<file path="src/rtl/channel_peer_pkg.sv">
// Shared constants, output-stage state encoding and pointer sizing for channel_peer.
package channel_peer_pkg;

    localparam int unsigned DATA_W_DEF = 32;

    typedef enum logic {
        ST_EMPTY = 1'b0,
        ST_HOLD  = 1'b1
    } out_state_t;

    // One extra pointer bit distinguishes full from empty.
    function automatic int unsigned ptr_w(input int unsigned depth);
        return $clog2(depth) + 1;
    endfunction

endpackage

</file>
<file path="src/rtl/channel_peer_fifo.sv">
// Pointer-based FIFO for channel_peer: storage, wrap-around pointers, occupancy and full/empty flags.
module channel_peer_fifo
    import channel_peer_pkg::*;
#(
    parameter int unsigned DATA_W = DATA_W_DEF,
    parameter int unsigned DEPTH  = 4
) (
    input  logic                      clk,
    input  logic                      rst,
    input  logic                      push,
    input  logic [DATA_W-1:0]         push_data,
    input  logic                      pop,
    output logic [DATA_W-1:0]         pop_data_c,
    output logic [ptr_w(DEPTH)-1:0]   level,
    output logic                      full_c,
    output logic                      empty_c
);

    localparam int unsigned PW = ptr_w(DEPTH);
    localparam int unsigned AW = PW - 1;

    logic [DATA_W-1:0] mem [DEPTH];
    logic [PW-1:0]     wr_ptr;
    logic [PW-1:0]     rd_ptr;

    always_ff @(posedge clk or negedge rst) begin
        if (!rst) begin
            wr_ptr <= '0;
            rd_ptr <= '0;
            level  <= '0;
        end else begin
            if (push) wr_ptr <= wr_ptr + PW'(1);
            if (pop)  rd_ptr <= rd_ptr + PW'(1);
            level <= level + PW'(push) - PW'(pop);
        end
    end

    // Storage needs no reset; pointers define which entries are live.
    always_ff @(posedge clk) begin
        if (push) mem[wr_ptr[AW-1:0]] <= push_data;
    end

    assign pop_data_c = mem[rd_ptr[AW-1:0]];
    assign empty_c    = (wr_ptr == rd_ptr);
    assign full_c     = ((wr_ptr ^ rd_ptr) == {1'b1, {AW{1'b0}}});

endmodule

</file>
<file path="src/rtl/channel_peer.sv">
// Loopback peer for the en/rdy channel: buffers rx words, adds ADD_VALUE, replays them on tx.
// Optional CHANNEL_PEER_STATS_EN builds rx/tx transfer counters; otherwise the count ports read 0.
module channel_peer
    import channel_peer_pkg::*;
#(
    parameter int unsigned DATA_W    = DATA_W_DEF,
    parameter int unsigned DEPTH     = 4,
    parameter int unsigned ADD_VALUE = 0
) (
    input  logic                      clk,
    input  logic                      rst,
    input  logic [DATA_W-1:0]         rx_data,
    input  logic                      rx_en,
    output logic                      rx_rdy,
    output logic [DATA_W-1:0]         tx_data,
    output logic                      tx_en,
    input  logic                      tx_rdy,
    output logic [ptr_w(DEPTH)-1:0]   level,
    output logic [31:0]               rx_count,
    output logic [31:0]               tx_count
);

    localparam int unsigned LW = ptr_w(DEPTH);

    out_state_t        state;
    logic              push;
    logic              pop;
    logic              fifo_full_c;
    logic              fifo_empty_c;
    logic [DATA_W-1:0] head_c;
    logic [DATA_W-1:0] wdata;
    logic [LW-1:0]     level_nxt;

    assign push      = rx_en && rx_rdy && !fifo_full_c;
    assign pop       = !fifo_empty_c && ((state == ST_EMPTY) || tx_rdy);
    assign wdata     = rx_data + DATA_W'(ADD_VALUE);
    assign level_nxt = level + LW'(push) - LW'(pop);

    channel_peer_fifo #(
        .DATA_W (DATA_W),
        .DEPTH  (DEPTH)
    ) u_fifo (
        .clk        (clk),
        .rst        (rst),
        .push       (push),
        .push_data  (wdata),
        .pop        (pop),
        .pop_data_c (head_c),
        .level      (level),
        .full_c     (fifo_full_c),
        .empty_c    (fifo_empty_c)
    );

    // rx_rdy is registered from the upcoming level so it stays low through reset.
    always_ff @(posedge clk or negedge rst) begin
        if (!rst) rx_rdy <= 1'b0;
        else      rx_rdy <= (level_nxt != LW'(DEPTH));
    end

    // Output slot: load from the FIFO head, hold until downstream takes it.
    always_ff @(posedge clk or negedge rst) begin
        if (!rst) begin
            state   <= ST_EMPTY;
            tx_en   <= 1'b0;
            tx_data <= '0;
        end else begin
            case (state)
                ST_EMPTY: begin
                    if (pop) begin
                        tx_data <= head_c;
                        tx_en   <= 1'b1;
                        state   <= ST_HOLD;
                    end
                end
                ST_HOLD: begin
                    if (tx_rdy) begin
                        if (pop) begin
                            tx_data <= head_c;
                        end else begin
                            tx_en <= 1'b0;
                            state <= ST_EMPTY;
                        end
                    end
                end
                default: begin
                    tx_en <= 1'b0;
                    state <= ST_EMPTY;
                end
            endcase
        end
    end

`ifdef CHANNEL_PEER_STATS_EN
    always_ff @(posedge clk or negedge rst) begin
        if (!rst) begin
            rx_count <= '0;
            tx_count <= '0;
        end else begin
            if (push)           rx_count <= rx_count + 32'd1;
            if (tx_en && tx_rdy) tx_count <= tx_count + 32'd1;
        end
    end
`else
    assign rx_count = '0;
    assign tx_count = '0;
`endif

endmodule
</file>
<file path="config.mk">
export PLATFORM = sky130hd
export DESIGN_NAME = channel_peer
export DESIGN_NICKNAME = d
export VERILOG_FILES = /design/src/rtl/channel_peer_pkg.sv /design/src/rtl/channel_peer_fifo.sv /design/src/rtl/channel_peer.sv
export SDC_FILE = /design/constraint.sdc
export NUM_CORES = 1
export LEC_CHECK = 0
export CORE_ASPECT_RATIO = 1.25
export CORE_MARGIN = 8
export CORE_UTILIZATION = 40
export CTS_CLUSTER_SIZE = 28
export DETAILED_ROUTE_END_ITERATION = 6
export REMOVE_ABC_BUFFERS = 1
export SLEW_MARGIN = 5
export SYNTH_ARGS = -nofsm -noshare
export SYNTH_HDL_FRONTEND = slang
export SYNTH_SLANG_ARGS = --single-unit
</file>
<file path="constraint.sdc">
create_clock -name clk -period 6.4 [get_ports clk]
set_clock_uncertainty 0.1 [all_clocks]
set_input_delay 1.28 -clock clk [delete_from_list [all_inputs] [get_ports clk]]
set_output_delay 1.28 -clock clk [all_outputs]
set_load 0.05 [all_outputs]
</file>
### Word level (Yosys, flattened, before mapping)

Memory sizes are Yosys's and may differ from the RTL's.
Index checks and enable logic that the tools add are counted.

* $add $sub $neg: 4
* eq/ne operators: 6
* bitwise logic cells: 2
* muxes and demuxes: 12
* reduce and logical (&&, ||, !) cells: 7

Operators with widths (count)
* $mux W32: 2
* $pmux W32 S2: 1
* $mux W1: 7
* $add A3 B1 Y3 const B: 2
* $ne A2 B2 Y1 const B: 2
* $pmux W1 S2: 2
* $add A3 B1 Y3: 1
* $eq A3 B3 Y1: 1
* $eq A3 B3 Y1 const B: 1
* $logic_and A1 B1 Y1: 3
* $ne A3 B3 Y1 const B: 1
* $reduce_and A3 Y1: 1
* $sub A3 B1 Y3: 1
* $xor A3 B3 Y3: 1
* $logic_not A1 Y1: 2
* $ne A2 B1 Y1 const B: 1
* $logic_or A1 B1 Y1: 1
* $not A1 Y1: 1

* logic and storage cells: 39
* output and inout bits: 101
* memory bits (writable): 128
* flip-flop bits (word level): 44
* memories kept: 1

Memory list
* u_fifo.mem: words 4, width 32, rd ports 1, clocked after Yosys merged registers in 0, write ports 1, RTL line channel_peer_fifo.sv:22 `logic [DATA_W-1:0] mem [DEPTH];`

### Depth between registers and ports, before layout

Gate-level depths: netlist of the first run.

* word-level depth: 7
* mapped depth: 11

### By module

Synthesis of the first run repeated with hierarchy kept, for this count alone.

* cell total of the unflattened synthesis: 365
* area total of the unflattened synthesis: 7061.8 sq um

By module, submodules not included
* channel_peer_fifo: times used 1, area each 5166.2 sq um, cells an instance 210, sequential area each 4068.9 sq um
* channel_peer: times used 1, area each 1895.6 sq um, cells an instance 155, sequential area each 875.8 sq um

### Least setup slack after synthesis of the first run

No wires, ideal clock.

* kind: input port to flip-flop
* from: in tx_rdy
* to: reg rx_rdy
* data arrival time: 2898 ps
* library setup time: 125 ps
* path slack: 3278 ps
* path buffers: 2
* stages on the path: 10
* cell sequence: nand2b_1 > o31a_1 > buf_6 > buf_8 > ha_1 > inv_1 > ha_1 > fa_1 > xnor2_1 > nand2_1

* cells in the longest elaborated chain, start to end: 4

Ends and longest elaborated chain
* from (decl): RTL line channel_peer.sv:17 `input logic tx_rdy,`
* $logic_or A1 B1 Y1: RTL line channel_peer.sv:35 `assign pop = !fifo_empty_c && ((state == ST_EMPTY) || tx_rdy);`
* $logic_and A1 B1 Y1: RTL line channel_peer.sv:35
* named net pop: RTL line channel_peer.sv:27 `logic pop;`
* $sub A3 B1 Y3: RTL line channel_peer.sv:37 `assign level_nxt = level + LW'(push) - LW'(pop);`
* named net level_nxt[2]: RTL line channel_peer.sv:32 `logic [LW-1:0] level_nxt;`
* $ne A3 B3 Y1: RTL line channel_peer.sv:57 `else rx_rdy <= (level_nxt != LW'(DEPTH));`
* to (signal assigned): RTL line channel_peer.sv:57
* to (decl): RTL line channel_peer.sv:14 `output logic rx_rdy,`

The timed path passes the listed nets, and every way through them passes these cells.
A chain may end at the register's enable or synchronous reset.

### Worst setup path after layout of the first run

* from: in tx_rdy
* to: reg rx_rdy

* cells in the longest elaborated chain, start to end: 4

Ends and longest elaborated chain (RTL line)
* $logic_or A1 B1 Y1: channel_peer.sv:35
* $logic_and A1 B1 Y1: channel_peer.sv:35
* $sub A3 B1 Y3: channel_peer.sv:37
* named net level_nxt[1]: channel_peer.sv:32
* $ne A3 B3 Y1: channel_peer.sv:57

The timed path passes the listed nets, and every way through them passes these cells.

==> qor.yml, run 1 <==
final_max_slew_viol_count: 0
powerDensity_mw_per_mm2: 547
fin_crit_ps: 3580
cap_violations: 0
die_h_um: 165
die_w_um: 135
final_cell_mix: "edfxtp_1, clkdlybuf4s50_1, conb_1"
grt-busiest-layer: "met2"
cts_buffers: 17
grt_use_total: 0.118
syn_inst: 357
max_freq_mhz: 280
timing.hold.ws_ps: 378
use_met3: 0.0359
cts.sinks: 172
rrSetupSlack_ps: 3000
totalPowerFinal_mw: 4.54
worstMarginPinSlew_ps: 936
rr_endpoint: "rx_rdy"
r2r_start: "u_fifo.rd_ptr[1]"
synth_seq_area_share: 0.698
crit_required_ps: 6600
ys_types: 27
finalWeightedCongestion: 0.683
antennaDiodeCount: 0
hold_viol_final: 0
grt_pass1_vias: 3387
rsz0062_at_grt: "false"
worst-path-max-fanout: 35
fin_crit_sh: 0.559
ant_nets: 0
startpoint_type: "input pin"
cts_root_buffer: "clkbuf_16"
yosys.area.top_type: "edfxtp_1"
min-delay-start: "state"
hold_buffers: 0
drive_above_1_share: 0.231
finalNonFillerCells: 675
grt_start_max_net_pins: 45
synth_top_area_share: 0.543
antenna_found_initial: 0
pre_cts_ws_ps: 2390
hold_end: "tx_en"
end_kind: "flop"
io_buffers: 72
holdPathStages: 1
fin_area_mm2: 0.00831
core_mm2: 0.0174
worst_slack_ps: 2820
hpwl_um: 7620
cts_setup_buffers: 0
synth-seq-cells: 172
outcome: "complete, no violations"
reg2reg_depth: 9
synthTopCellsByArea: "edfxtp_1, dfrtp_1, mux4_2"
num_rows: 54
place_area_mm2: 0.00776
fin_tns_setup_ps: 0
wire_per_inst_um: 18.7
leakagePower_nw: 3.08
layout_commonest_cell: "edfxtp_1"
synth_area_mm2: 0.00708
place_inst: 643
clkTransAtPathRegs_ps: 60
grt_overflow: 0
crit_path_start: "tx_rdy"
syn_avg_cell_area_um2: 19.8
syn_to_final_growth_pct: 17.4
slew_headroom: 0.376
start_util: 0.406
via_count: 3113
cts_buffer_depth: 2
cts_tree: "built"
remaining_drc_errors: 0
htree_levels: 4
via_per_inst: 4.61
final_core_util: 0.477
async_flop_share: 0.256
finalSetupViolations: 0
fin_nets: 482
vdd_drop_max_mv: 0.281
grt_pass1_wl_um: 19100
crit_type: "input pin to flop"
grt_use_met1: 0.126
synth_ff_type: "edfxtp_1"
hold_path_class: "flop to flop"
synth_edf_count: 128
use_met2: 0.207
synth_warnings: 0
die-area_mm2: 0.0222
totalWireLength_um: 12600
pin_count: 137
worstSkewPairLatency_ps: 420
first_pass_iters: 5
drtIter0Drc: 190
ctsResizeCount: 0
cp.arrival_ps: 3780
cell type report:
| class | instances | area, um^2 |
|---|---|---|
| clock buffers | 21 | 450 |
| clock inverters | 11 | 100 |
| fillers | 1475 | 9120 |
| inverters | 8 | 30.0 |
| multi-input cells | 164 | 1760 |
| flip-flops and latches | 172 | 4950 |
| well taps | 224 | 280 |
| repair buffers | 75 | 738 |
synth_stat cells, drive strengths merged, types with 2 or more instances:
library cell  instances
edfxtp              128
buf                  73
dfrtp                44
mux2                 34
mux4                 32
inv                   8
ha                    7
xnor2                 5
xor2                  5
and2                  4
clkbuf                3
nand2                 3
o311ai                2
o31a                  2
critical path, cell delays in order:
cell             delay, ps
clkdlybuf4s50_1        480
nand2b_1               150
o31a_2                 150
buf_4                  550
ha_1                   350
inv_1                   50
ha_1                   150
fa_1                   430
nor2_1                 110
nand2_1                 60
state kept, by name, indices dropped and copies added (netlist names):
register / cells
u_fifo.level: 3
tx_data: 32
tx_en: 1
rx_rdy: 1
u_fifo.wr_ptr: 3
u_fifo.mem: 128
u_fifo.rd_ptr: 3
state: 1
kinds of logic (layout without fill, tap and decap cells):
family	Yosys count	after routing	synth area share
flip-flops	172	172	0.698
adder cells (fa/ha/maj)	8	8	0.0152
AO/OA/AOI/OAI	6	6	0.00689
multiplexers	66	66	0.171
buffers and inverters	84	115	0.0864
other	1	64	0.000530
XOR/XNOR	10	10	0.0145
AND/OR/NAND/NOR	10	10	0.00725
metal layers:
metal	part of all wire	wire (um)
met1	0.38	4850
met2	0.51	6470
met3	0.084	1060
met4	0.020	251
met5	0	0
worst max-delay path by stage:
stage | end | slack [ps] | cells after the start
after floorplan | rx_rdy | 1870 | 8
after global placement | rx_rdy | 2450 | 10
after detailed placement | rx_rdy | 2390 | 10
after CTS | rx_rdy | 2840 | 10
after global routing | rx_rdy | 2660 | 10
final | rx_rdy | 2820 | 10
power breakdown:
group,internal [mW],switching [mW]
logic,0.805,1.04
registers,1.56,0.181
clock network,0.575,0.384
total,2.94,1.60
Power figures use the tool's default switching activity.
==> run 2, diff against run 1 <==
==> constraint.sdc (replaced) <==
create_clock -name clk -period 3.3 [get_ports clk]
set_clock_uncertainty 0.1 [all_clocks]
set_input_delay 0.66 -clock clk [delete_from_list [all_inputs] [get_ports clk]]
set_output_delay 0.66 -clock clk [all_outputs]
set_load 0.05 [all_outputs]
==> qor.yml, run 2 (synthesis gave the netlist of run 1 again) <==
worst_slack_ps: 888
fin_tns_setup_ps: 0
die_w_um: 135
end_kind: "flop"
via_count: 3182
num_rows: 54
grt_pass1_vias: 3388
die_h_um: 165
rr_endpoint: "rx_rdy"
final_cell_mix: "edfxtp_1, clkdlybuf4s50_1, conb_1"
grt_start_max_net_pins: 35
hold_path_class: "input pin to asynchronous set/reset pin"
htree_levels: 4
seq_area_mm2: 0.00495
antennaDiodeCount: 0
die-area_mm2: 0.0222
drtIter0Drc: 136
fin_nets: 487
final_max_slew_viol_count: 0
crit_required_ps: 3490
start_util: 0.406
grt_pass1_wl_um: 19200
wire_per_inst_um: 18.7
hold_viol_final: 0
core_mm2: 0.0174
pre_cts_ws_ps: 508
startpoint_type: "flop"
ant_nets: 0
worstSkewPairLatency_ps: 420
pin_count: 137
grt_overflow: 0
r2r_start: "u_fifo.wr_ptr[0]"
cts.sinks: 172
clkTransAtPathRegs_ps: 60
ctsResizeCount: 0
cp.arrival_ps: 2610
totalWireLength_um: 12700
hold_buffers: 0
grt_use_total: 0.118
worstMarginPinSlew_ps: 895
powerDensity_mw_per_mm2: 1070
cts_tree: "built"
drive_above_1_share: 0.250
cts_buffer_depth: 2
crit_type: "flop to flop"
worst-path-max-fanout: 6
remaining_drc_errors: 0
cap_violations: 0
fin_crit_sh: 0.731
largest_reg_flops: 128
cp-endpoint: "rx_rdy"
syn_to_final_growth_pct: 19.5
io_buffers: 72
max_freq_mhz: 415
vdd_drop_max_mv: 0.495
reg2reg_depth: 8
cts_buffers: 17
hpwl_um: 7660
slew_headroom: 0.403
rsz0062_at_grt: "false"
outcome: "complete, no violations"
crit_path_start: "u_fifo.wr_ptr[0]"
first_pass_iters: 4
cts_setup_buffers: 0
finalSetupViolations: 0
fill_cells: 1485
antenna_found_initial: 0
totalPowerFinal_mw: 9.05
leakagePower_nw: 3.14
layout_commonest_cell: "edfxtp_1"
via_per_inst: 4.68
final_core_util: 0.485
multiInputGateArea_mm2: 0.00176
cts_root_buffer: "clkbuf_16"
finalWeightedCongestion: 0.679
rrSetupSlack_ps: 890
fin_crit_ps: 2410
run 2: changes by cell type in the layout (fill, tap and decap cells not counted), moves of 2 or more:
cell	change
buf_12	+4
clkbuf_8	+2
clkinv_1	-4
clkinv_2	-2
clkinvlp_4	+2
run 2: where the power goes:
part           internal, mW  switching, mW  total (mW)
clock                  1.25          0.776        2.03
combinational          1.62           2.12        3.74
sequential             3.01          0.266        3.28
run 2: worst min path at each step:
stage	start	to	slack [ps]	cells after the start
2_1_floorplan	rst	rx_rdy	260	0
3_3_place_gp	state	tx_en	360	1
3_5_place_dp	state	tx_en	380	1
4_1_cts	rst	tx_data[4]	300	1
5_1_grt	rst	tx_data[27]	330	1
6_report	rst	tx_data[5]	260	1
run 2: stage by stage:
step                      hold slack (ps)  cell area (um^2)  cells
after detailed placement              380              7850    648
after global routing                  332              8460    680
final                                 262              8460    680
after floorplan                       264              6730    344
after CTS                             299              8460    680
after global placement                356              7850    648
run 2: worst max-delay path, stage by stage, from the launching register on:
cell and delay [ps]:
dfrtp_1 450, xor2_2 230, o31a_2 360, ha_1 280
inv_1 40, ha_1 190, fa_1 380, xnor2_1 210
nand2_1 70
run 2: layout make-up:
cell class | count | share of cell area
Clock inverter | 10 | 0.0163
Tap cell | 224 | 0.0331
Multi-Input combinational cell | 164 | 0.209
Clock buffer | 22 | 0.0561
Timing Repair Buffer | 80 | 0.0976
Inverter | 8 | 0.00355
Sequential cell | 172 | 0.585
run 2: layer usage:
layer,up-vias,track usage,part of all wire
met1,1657,0.129,0.39
met5,-,0,0
met4,0,0.0501,0.012
li1,1396,-,-
met2,119,0.207,0.51
met3,10,0.0362,0.080
